===== config.mk =====
export PLATFORM = sky130hd
export DESIGN_NAME = reg_bank_demux8x32
export DESIGN_NICKNAME = d
export VERILOG_FILES = /design/src/rtl/reg_bank_demux8x32_pkg.sv /design/src/rtl/reg_bank_demux8x32_byte_merge32.sv /design/src/rtl/reg_bank_demux8x32.sv
export SDC_FILE = /design/constraint.sdc
export NUM_CORES = 1
export LEC_CHECK = 0
export BUFFER_PORTS_ARGS = -buffer_cell sky130_fd_sc_hd__buf_2
export CAP_MARGIN = 20
export CORE_UTILIZATION = 40
export DETAILED_ROUTE_END_ITERATION = 12
export MAX_ROUTING_LAYER = met4
export PLACE_DENSITY_LB_ADDON = 0.2
export SLEW_MARGIN = 20
export SYNTH_ARGS = -nofsm -noshare
export SYNTH_HDL_FRONTEND = slang
export SYNTH_SLANG_ARGS = --single-unit

===== constraint.sdc =====
create_clock -name clk -period 2.2 [get_ports clk]
set_clock_uncertainty 0.05 [all_clocks]
set_input_delay 0.44 -clock clk [delete_from_list [all_inputs] [get_ports clk]]
set_output_delay 0.44 -clock clk [all_outputs]
set_load 0.03 [all_outputs]

===== src/rtl/reg_bank_demux8x32_pkg.sv =====
// Shared definitions for the reg_bank_demux8x32 write-side register bank.
//   ENTRIES / ADDR_W : bank geometry (fixed at 8 entries, 3-bit index)
//   strb_w()         : byte-enable width for a given data width
//   state_t          : bank control state (IDLE accepts writes, CLEAR wipes the bank)
package reg_bank_demux8x32_pkg;

    localparam int ENTRIES = 8;
    localparam int ADDR_W  = 3;

    typedef enum logic {
        IDLE  = 1'b0,
        CLEAR = 1'b1
    } state_t;

    function automatic int strb_w(input int width);
        return width / 8;
    endfunction

endpackage


===== src/rtl/reg_bank_demux8x32_byte_merge32.sv =====
// Combinational byte merge: each byte of merged comes from new_word where the
// matching strb bit is set, otherwise from old_word.
//   old_word  in   WIDTH      current contents
//   new_word  in   WIDTH      incoming write data
//   strb      in   WIDTH/8    byte enables
//   merged    out  WIDTH      merged word
module byte_merge32
    import reg_bank_demux8x32_pkg::*;
#(
    parameter int WIDTH = 32
) (
    input  logic [WIDTH-1:0]         old_word,
    input  logic [WIDTH-1:0]         new_word,
    input  logic [strb_w(WIDTH)-1:0] strb,
    output logic [WIDTH-1:0]         merged
);

    for (genvar k = 0; k < strb_w(WIDTH); k++) begin : g_byte
        assign merged[8*k +: 8] = strb[k] ? new_word[8*k +: 8] : old_word[8*k +: 8];
    end

endmodule


===== src/rtl/reg_bank_demux8x32.sv =====
// Eight-entry write-side register bank with byte-masked writes over a
// valid/ready handshake and a sequenced bulk clear (one entry per cycle).
//   clk, rst        clock, synchronous active-high reset
//   wr_valid/ready  write handshake; ready only while IDLE
//   wr_addr/data/strb  target entry, data, byte enables
//   clr_req         start bulk clear (ignored while clearing)
//   busy            bulk clear in progress
//   valid_mask      bit n set once entry n is written, cleared by clear/reset
//   o0..o7          registered contents of entries 0..7
//
// state | meaning
// ------+-----------------------------------------------------------
// IDLE  | accepting writes; clr_req starts a clear
// CLEAR | zeroing entry[cnt] each cycle, cnt 0..7; writes backpressured
module reg_bank_demux8x32
    import reg_bank_demux8x32_pkg::*;
#(
    parameter int WIDTH = 32
) (
    input  logic                     clk,
    input  logic                     rst,
    input  logic                     wr_valid,
    output logic                     wr_ready,
    input  logic [ADDR_W-1:0]        wr_addr,
    input  logic [WIDTH-1:0]         wr_data,
    input  logic [strb_w(WIDTH)-1:0] wr_strb,
    input  logic                     clr_req,
    output logic                     busy,
    output logic [ENTRIES-1:0]       valid_mask,
    output logic [WIDTH-1:0]         o0,
    output logic [WIDTH-1:0]         o1,
    output logic [WIDTH-1:0]         o2,
    output logic [WIDTH-1:0]         o3,
    output logic [WIDTH-1:0]         o4,
    output logic [WIDTH-1:0]         o5,
    output logic [WIDTH-1:0]         o6,
    output logic [WIDTH-1:0]         o7
);

    state_t              state;
    logic [ADDR_W-1:0]   cnt;
    logic [WIDTH-1:0]    entry [ENTRIES];
    logic [WIDTH-1:0]    merged;
    logic [ENTRIES-1:0]  wr_sel;
    logic                wr_fire;

    assign wr_ready = (state == IDLE);
    assign busy     = (state == CLEAR);
    assign wr_fire  = wr_valid && wr_ready;
    assign wr_sel   = ENTRIES'(1) << wr_addr;

    // Single merge unit; its result is steered to the addressed entry below.
    byte_merge32 #(.WIDTH(WIDTH)) u_merge (
        .old_word (entry[wr_addr]),
        .new_word (wr_data),
        .strb     (wr_strb),
        .merged   (merged)
    );

    always_ff @(posedge clk) begin
        if (rst) begin
            state      <= IDLE;
            cnt        <= '0;
            valid_mask <= '0;
            for (int i = 0; i < ENTRIES; i++) entry[i] <= '0;
        end else begin
            case (state)
                IDLE: begin
                    if (wr_fire) begin
                        for (int i = 0; i < ENTRIES; i++) begin
                            if (wr_sel[i]) begin
                                entry[i]      <= merged;
                                valid_mask[i] <= 1'b1;
                            end
                        end
                    end
                    // A same-edge write still commits; the clear reaches it later.
                    if (clr_req) begin
                        state <= CLEAR;
                        cnt   <= '0;
                    end
                end
                CLEAR: begin
                    entry[cnt]      <= '0;
                    valid_mask[cnt] <= 1'b0;
                    if (cnt == ADDR_W'(ENTRIES - 1)) begin
                        state <= IDLE;
                        cnt   <= '0;
                    end else begin
                        cnt <= cnt + 1'b1;
                    end
                end
                default: begin
                    state <= IDLE;
                    cnt   <= '0;
                end
            endcase
        end
    end

    assign o0 = entry[0];
    assign o1 = entry[1];
    assign o2 = entry[2];
    assign o3 = entry[3];
    assign o4 = entry[4];
    assign o5 = entry[5];
    assign o6 = entry[6];
    assign o7 = entry[7];

endmodule


Yosys cells after proc, flatten, opt, wreduce, memory -nomap -nowiden

Memory sizes are Yosys's and may differ from the RTL's.
Index checks and enable logic that the tools add are counted.
W data, S select, Z words.

Add/subtract/negate cells: 1
$lt $le $gt $ge: 2
Equal/unequal tests: 11
Shift operators: 1
Mux-type cells: 78
Bitwise operators: 11
Reductions and logical operators: 11

Operators with widths:

| cell                  | number |
|---|---|
| $mux W32              | 9 |
| $mux W1               | 57 |
| $mux W8               | 5 |
| $reduce_or A32 Y1     | 1 |
| $ne A2 B1 Y1 const B  | 10 |
| $pmux W8 S2           | 1 |
| $reduce_and A2 Y1     | 8 |
| $mux W3               | 3 |
| $and A8 B8 Y8         | 1 |
| $not A8 Y8            | 1 |
| $or A1 B1 Y1          | 8 |
| $shl A1 B3 Y8 const A | 1 |
| $pmux W3 S2           | 1 |
| $lt A3 B4 Y1 const B  | 1 |
| $add A3 B1 Y3 const B | 1 |
| $demux W1 S3          | 1 |
| $eq A3 B3 Y1 const B  | 1 |
| $ge A3 B1 Y1 const B  | 1 |
| $logic_and A1 B1 Y1   | 2 |
| $pmux W1 S2           | 1 |
| $not A1 Y1            | 1 |

Bits in registers: 12
Memory bits (writable): 256
Input port bits: 43
Output and inout port bits: 266
Word-level logic and storage cells: 126
Memories kept: 1

Memories:

| name  | words | bits a word | rd ports | clocked after memory_dff | wr ports | line                     | source |
|---|---|---|---|---|---|---|---|
| entry | 8     | 32          | 9        | 0                        | 8        | reg_bank_demux8x32.sv:42 | `logic [WIDTH-1:0] entry [ENTRIES];` |

Depth between registers and ports, before layout

Gate-level depths: netlist (run 1).

Depth after elaboration: 8
Gate-level depth with buffers: 8

By module

A second synthesis (run 1) with hierarchy kept.

Cell total of the unflattened synthesis: 1,425
Area, all modules: 12,918.6 um^2

By module, submodules not included:

| module             | times used | cells an instance | area each (um^2) | seq. area each (um^2) |
|---|---|---|---|---|
| reg_bank_demux8x32 | 1          | 1,389             | 12,393.1         | 5,365.1 |
| byte_merge32       | 1          | 36                | 525.5            | 0.0 |

Least setup slack after synthesis (run 1)

OpenSTA, ideal clock, no wires.

Path type: register to register
Start: register state (netlist: busy)
End: memory entry[3][15]
Setup time: 0.117 ns
Arrival: 1.860 ns
Data required time: 2.033 ns
Setup slack: 0.173 ns
Cell stages (with the launch flop): 7
Buffers on the path: 2
Clock period less this slack: 2.027 ns
Cell sequence: dfxtp_1 -> buf_2 -> inv_1 -> nor2_1 -> a311oi_2 -> buf_2 -> a22o_1

RTL lines:

| what                     | line                     | source |
|---|---|---|
| start: declaration       | reg_bank_demux8x32.sv:40 | `state_t state;` |
| start signal: assignment | reg_bank_demux8x32.sv:62 | `state <= IDLE;` |
| start signal: assignment | reg_bank_demux8x32.sv:79 | `state <= CLEAR;` |
| start signal: assignment | reg_bank_demux8x32.sv:87 | `state <= IDLE;` |
| end: declaration         | reg_bank_demux8x32.sv:42 |  |

==> flow_metrics.env, run 1 <==
export IMPL_dp_hpwl_mm=29.0
export IMPL_track_usage=0.286
export IMPL_p_per_area_nw_per_um2=780
export IMPL_area_growth_pct=33.7
export IMPL_rsz0062_at_grt="no"
export IMPL_vias=10238
export IMPL_cts_path_max_buffers=3
export IMPL_stdcell_area_um2=15000
export IMPL_r2r_cells=5
export IMPL_synth_cell_types=51
export IMPL_p_seq_frac=0.428
export IMPL_drive_gt1_frac=0.421
export IMPL_place_gp_congestion=0.866
export IMPL_p_comb_frac=0.122
export IMPL_period_share=0.862
export IMPL_vias_per_cell=5.78
export IMPL_synth_ff_type="dfxtp_1"
export IMPL_syn_avg_cell_area_um2=10.9
export IMPL_grt_pass1_vias=9742
export IMPL_r2r_start="busy"
export IMPL_crit_path_end_kind="flip-flop"
export IMPL_fp_row_count=60
export IMPL_grt_first_pass_wirelength_mm=61.0
export IMPL_final_common_cell="buf_2"
export IMPL_path_class="flip-flop to flip-flop"
export IMPL_worst_r2r_endpoint="entry[3][22]"
export IMPL_die_h_um=169
export IMPL_cts_sinks=268
export IMPL_placed_area_um2=13900
export IMPL_core_um2=27200
export IMPL_tightestPinTransition_ps=873
export IMPL_dr_pass1_iters=5
export IMPL_drt_total_wl_mm=41.2
export IMPL_grt_max_degree=37
export IMPL_synthArstFlopShare=0
export IMPL_dieWidth_um=169
export IMPL_mostFrequentLayoutCells="buf_2 (307), dfxtp_1 (268), a22o_1 (168)"
export IMPL_htree_levels=1
export IMPL_synth_net_count=1069
export IMPL_cts_buffers=29
export IMPL_fmax_ghz=0.527
export IMPL_critPathRequiredTime_ps=2580
export IMPL_ys_seq_area_frac=0.480
export IMPL_switching_share=0.259
export IMPL_ys_warn_count=0
export IMPL_ant_nets=0
export IMPL_endpoint="entry[3][22]"
export IMPL_ys_seq_elements=268
export IMPL_finalSetupViolCount=0
export IMPL_p_switching_w=0.00303
export IMPL_numPortBuffers=308
export IMPL_clk_latency_ps=550
export IMPL_synth_cells=1024
export IMPL_grt_ovfl_total=0
export IMPL_p_int_w=0.00864
export IMPL_hold_path_class="input pin to flip-flop"
export IMPL_drt_iter0_drc=852
export IMPL_rrSetupSlack_ps=300
export IMPL_fin_crit_ps=1900
export IMPL_cts_clk_slew_worst_paths_ps=60
export IMPL_power_w=0.0117
export IMPL_leakage_nw=6.79
export IMPL_worstSetupStartpointType="flip-flop"
export IMPL_netlist_area_um2=11200
export IMPL_postCtsHoldBufs=0
export IMPL_hold_viol_final=0
export IMPL_start_util=0.412
export IMPL_drc=0
export IMPL_relSlewSlack=0.417
export IMPL_maxCapViolCount=0
export IMPL_synth_edf_count=0
export IMPL_num_io_pins=309
export IMPL_root_buffer="clkbuf_16"
export IMPL_routedWlPerCell_um=23.3
export IMPL_cts_resized=0
export IMPL_fin_nets=1421
export IMPL_hold_ws_ps=194
export IMPL_outcome="finished clean"
export IMPL_cts_setup_buffers=0
export IMPL_ir_drop_v=0.000513
export IMPL_drv_slew=0
export IMPL_cp_startpoint="busy"
export IMPL_die_area_um2=28600
export IMPL_cts_tree="done"
export IMPL_p_clk_frac=0.449
export IMPL_arrival_ps=2280
export IMPL_worstPathMaxFanout=21
export IMPL_grt_antenna_before_repair=2
[layer usage]
metal,track usage,vias up,part of all wire
met2,0.432,475,0.44
met4,0.0854,0,0.026
met3,0.0445,72,0.075
met5,-,-,0
met1,0.393,5002,0.46
li1,-,4689,-
[per-stage QoR]
step            util  TNS, ps  std cells  setup WS [ps]
3_5_place_dp   0.512    -1780       1717          -81.4
6_report       0.550        0       1772            303
4_1_cts        0.550        0       1770            312
3_3_place_gp   0.512    -1360       1717          -64.2
5_1_grt        0.550        0       1772            234
2_1_floorplan      -        0       1024            173
[cells by family after synthesis]
kind of cell | share of synthesized area
buffers and inverters | 0.0475
AOI/OAI and AO/OA | 0.310
muxes | 0.0868
DFF | 0.480
and+or+nand+nor | 0.0740
adders and majority gates | 0.00224
[registers in the layout (all words and copies together), names as in the netlist]
register,cells
cnt,3
valid_mask,8
entry,256
busy,1
[area by class of cell]
type | count | area (um^2)
tap | 372 | 465
sequential | 268 | 5370
timing repair buffer | 421 | 2670
clock inverter | 12 | 178
inverter | 3 | 11.3
fill | 2489 | 12200
clock buffer | 41 | 861
multi-input combinational | 653 | 5410
antenna | 2 | 5.00
[power groups by stage]
stage | sequential (W) | combinational (W) | clock (W)
after detailed placement | 0.00510 | 0.00141 | 0
final | 0.00500 | 0.00143 | 0.00524
after global placement | 0.00510 | 0.00140 | 0
after CTS | 0.00500 | 0.00141 | 0.00529
after global routing | 0.00500 | 0.00150 | 0.00550
after floorplan | 0.00523 | 0.000683 | 0
[cell usage after synthesis, drive strengths merged, types with 16 or more instances]
cell / number / area share
nand2: 93 / 0.031
dfxtp: 268 / 0.48
clkbuf: 33 / 0.011
o21ai: 49 / 0.022
o22ai: 24 / 0.013
mux2: 72 / 0.072
a22o: 168 / 0.13
nor2: 28 / 0.0094
mux2i: 16 / 0.014
o32ai: 32 / 0.025
buf: 67 / 0.035
o2bb2ai: 44 / 0.034
[critical path: stages (launching register included)]
cell	delay (ps)
dfxtp_1	340
inv_1	100
nor2_1	620
a311oi_4	200
buf_12	210
a22o_1	240
[how the worst min path moves through the flow]
| stage | slack, ps | startpoint | cells after the start | to |
|---|---|---|---|---|
| after floorplan | 530 | entry[6][0] | 2 | entry[6][0] |
| after global placement | 390 | entry[6][10] | 2 | entry[6][10] |
| after detailed placement | 400 | entry[4][7] | 2 | entry[4][7] |
| after CTS | 180 | clr_req | 4 | cnt[2] |
| after global routing | 210 | clr_req | 4 | cnt[2] |
| final | 190 | clr_req | 4 | cnt[2] |
Note: power is estimated with default switching activity, not from simulation.
==> inputs of run 2 (changes only) <==
PLACE_DENSITY_LB_ADDON = not set   (was 0.2)
==> run 2 against run 1 <==
Effect of this change:
- flip-flop and latch count unchanged
- largest cell class unchanged
- first-iteration DRC count increased by 2.0%
- global-route usage increased by 0.64 points
- register-to-register slack got worse by 70 ps
- final cell count unchanged
==> flow_metrics.env, run 2 (same netlist as run 1, synthesis figures left out) <==
export IMPL_cts_sinks=268
export IMPL_worstSetupStartpointType="flip-flop"
export IMPL_crit_path_end_kind="flip-flop"
export IMPL_worstPathMaxFanout=14
export IMPL_setup_tns_ps=0
export IMPL_grt_ovfl_total=0
export IMPL_ant_nets=0
export IMPL_dp_hpwl_mm=29.2
export IMPL_drt_iter0_drc=869
export IMPL_clk_latency_ps=570
export IMPL_cts_buffers=29
export IMPL_p_per_area_nw_per_um2=765
export IMPL_drc=0
export IMPL_routedWlPerCell_um=23.5
export IMPL_mostFrequentLayoutCells="buf_2 (307), dfxtp_1 (268), a22o_1 (168)"
export IMPL_dr_pass1_iters=6
export IMPL_relSlewSlack=0.425
export IMPL_root_buffer="clkbuf_16"
export IMPL_outcome="finished clean"
export IMPL_period_share=0.893
export IMPL_fin_nets=1425
export IMPL_place_gp_congestion=0.882
export IMPL_start_util=0.412
export IMPL_fmax_ghz=0.509
export IMPL_leakage_nw=6.78
export IMPL_htree_levels=1
export IMPL_regArea_um2=5370
export IMPL_final_core_util=0.549
export IMPL_core_um2=27200
export IMPL_dieWidth_um=169
export IMPL_grt_pass1_vias=10035
export IMPL_die_h_um=169
export IMPL_critPathRequiredTime_ps=2590
export IMPL_hold_path_class="input pin to flip-flop"
export IMPL_vias=10318
export IMPL_cts_resized=0
export IMPL_area_growth_pct=33.4
export IMPL_finalSetupViolCount=0
export IMPL_cts_tree="done"
export IMPL_postCtsHoldBufs=0
export IMPL_multi_input_area_um2=5410
export IMPL_num_io_pins=309
export IMPL_fillers=2480
export IMPL_largest_reg_flops=256
export IMPL_track_usage=0.292
export IMPL_final_common_cell="buf_2"
export IMPL_reg_top3="entry (256), valid_mask (8), cnt (3)"
export IMPL_die_area_um2=28600
export IMPL_grt_first_pass_wirelength_mm=62.3
export IMPL_arrival_ps=2350
export IMPL_fin_crit_ps=1970
export IMPL_cts_setup_buffers=0
export IMPL_drv_slew=0
export IMPL_cts_path_max_buffers=3
export IMPL_top_register="entry"
export IMPL_hold_viol_final=0
export IMPL_rsz0062_at_grt="no"
export IMPL_grt_max_degree=37
export IMPL_drt_total_wl_mm=41.6
export IMPL_numPortBuffers=308
export IMPL_fp_row_count=60
export IMPL_tightestPinTransition_ps=861
export IMPL_maxCapViolCount=0
export IMPL_drive_gt1_frac=0.420
export IMPL_ir_drop_v=0.000533
export IMPL_cts_clk_slew_worst_paths_ps=60
export IMPL_path_class="flip-flop to flip-flop"
export IMPL_vias_per_cell=5.82
export IMPL_grt_antenna_before_repair=0
-- run 2: changes by cell type in the layout (fill, tap and decap cells not counted), sizes merged --
cell and delta:
inv -1, diode -1, bufinv -1, clkbuf -2, buf +4, clkinv +1
-- run 2: final timing paths --
path,slack (ps),cells after the start,to,startpoint
worst min-delay path,150,2,cnt[1],rst
worst max register to register,230,4,entry[0][14],cnt[2]
worst max-delay path,230,4,entry[0][14],cnt[2]
worst min register to register,410,2,entry[5][18],entry[5][18]
-- run 2: through the flow --
step,worst slack [ps],total power (W),hold slack [ps],instance area (um^2),cells
floorplan,173,0.00591,526,11200,1024
global placement,-48.3,0.00651,396,13900,1721
detailed placement,-129,0.00652,403,13900,1721
CTS,247,0.0115,129,14900,1771
global route,172,0.0118,158,14900,1771
finish,235,0.0114,148,14900,1772
-- run 2: worst max-delay path: stages, from the launching register on --
cell	delay (ps)
dfxtp_1	420
nor2_1	660
a221oi_4	180
buf_4	270
a22o_1	260
-- run 2: where the power goes --
part           total [W]  internal, W  switching, W  leakage (nW)
combinational    0.00144     0.000529      0.000915          4.14
clock            0.00498      0.00297       0.00201         0.474
sequential       0.00500      0.00493     0.0000673          2.16
total             0.0114      0.00843       0.00299          6.78
-- run 2: area by class of cell --
cell class | instances | area share
multi-input cells | 653 | 0.362
flip-flops and latches | 268 | 0.360
repair buffers | 425 | 0.181
clock buffers | 39 | 0.0552
well taps | 372 | 0.0312
clock inverters | 11 | 0.0102
inverters | 3 | 0.000755
diodes | 1 | 0.000168
-- run 2: routing by layer --
metal | GRT usage | vias to the layer above | part of all wire
li1 | - | 4691 | -
met3 | 0.0541 | 91 | 0.077
met4 | 0.108 | 0 | 0.037
met5 | - | - | 0
met1 | 0.391 | 5057 | 0.44
met2 | 0.439 | 479 | 0.44
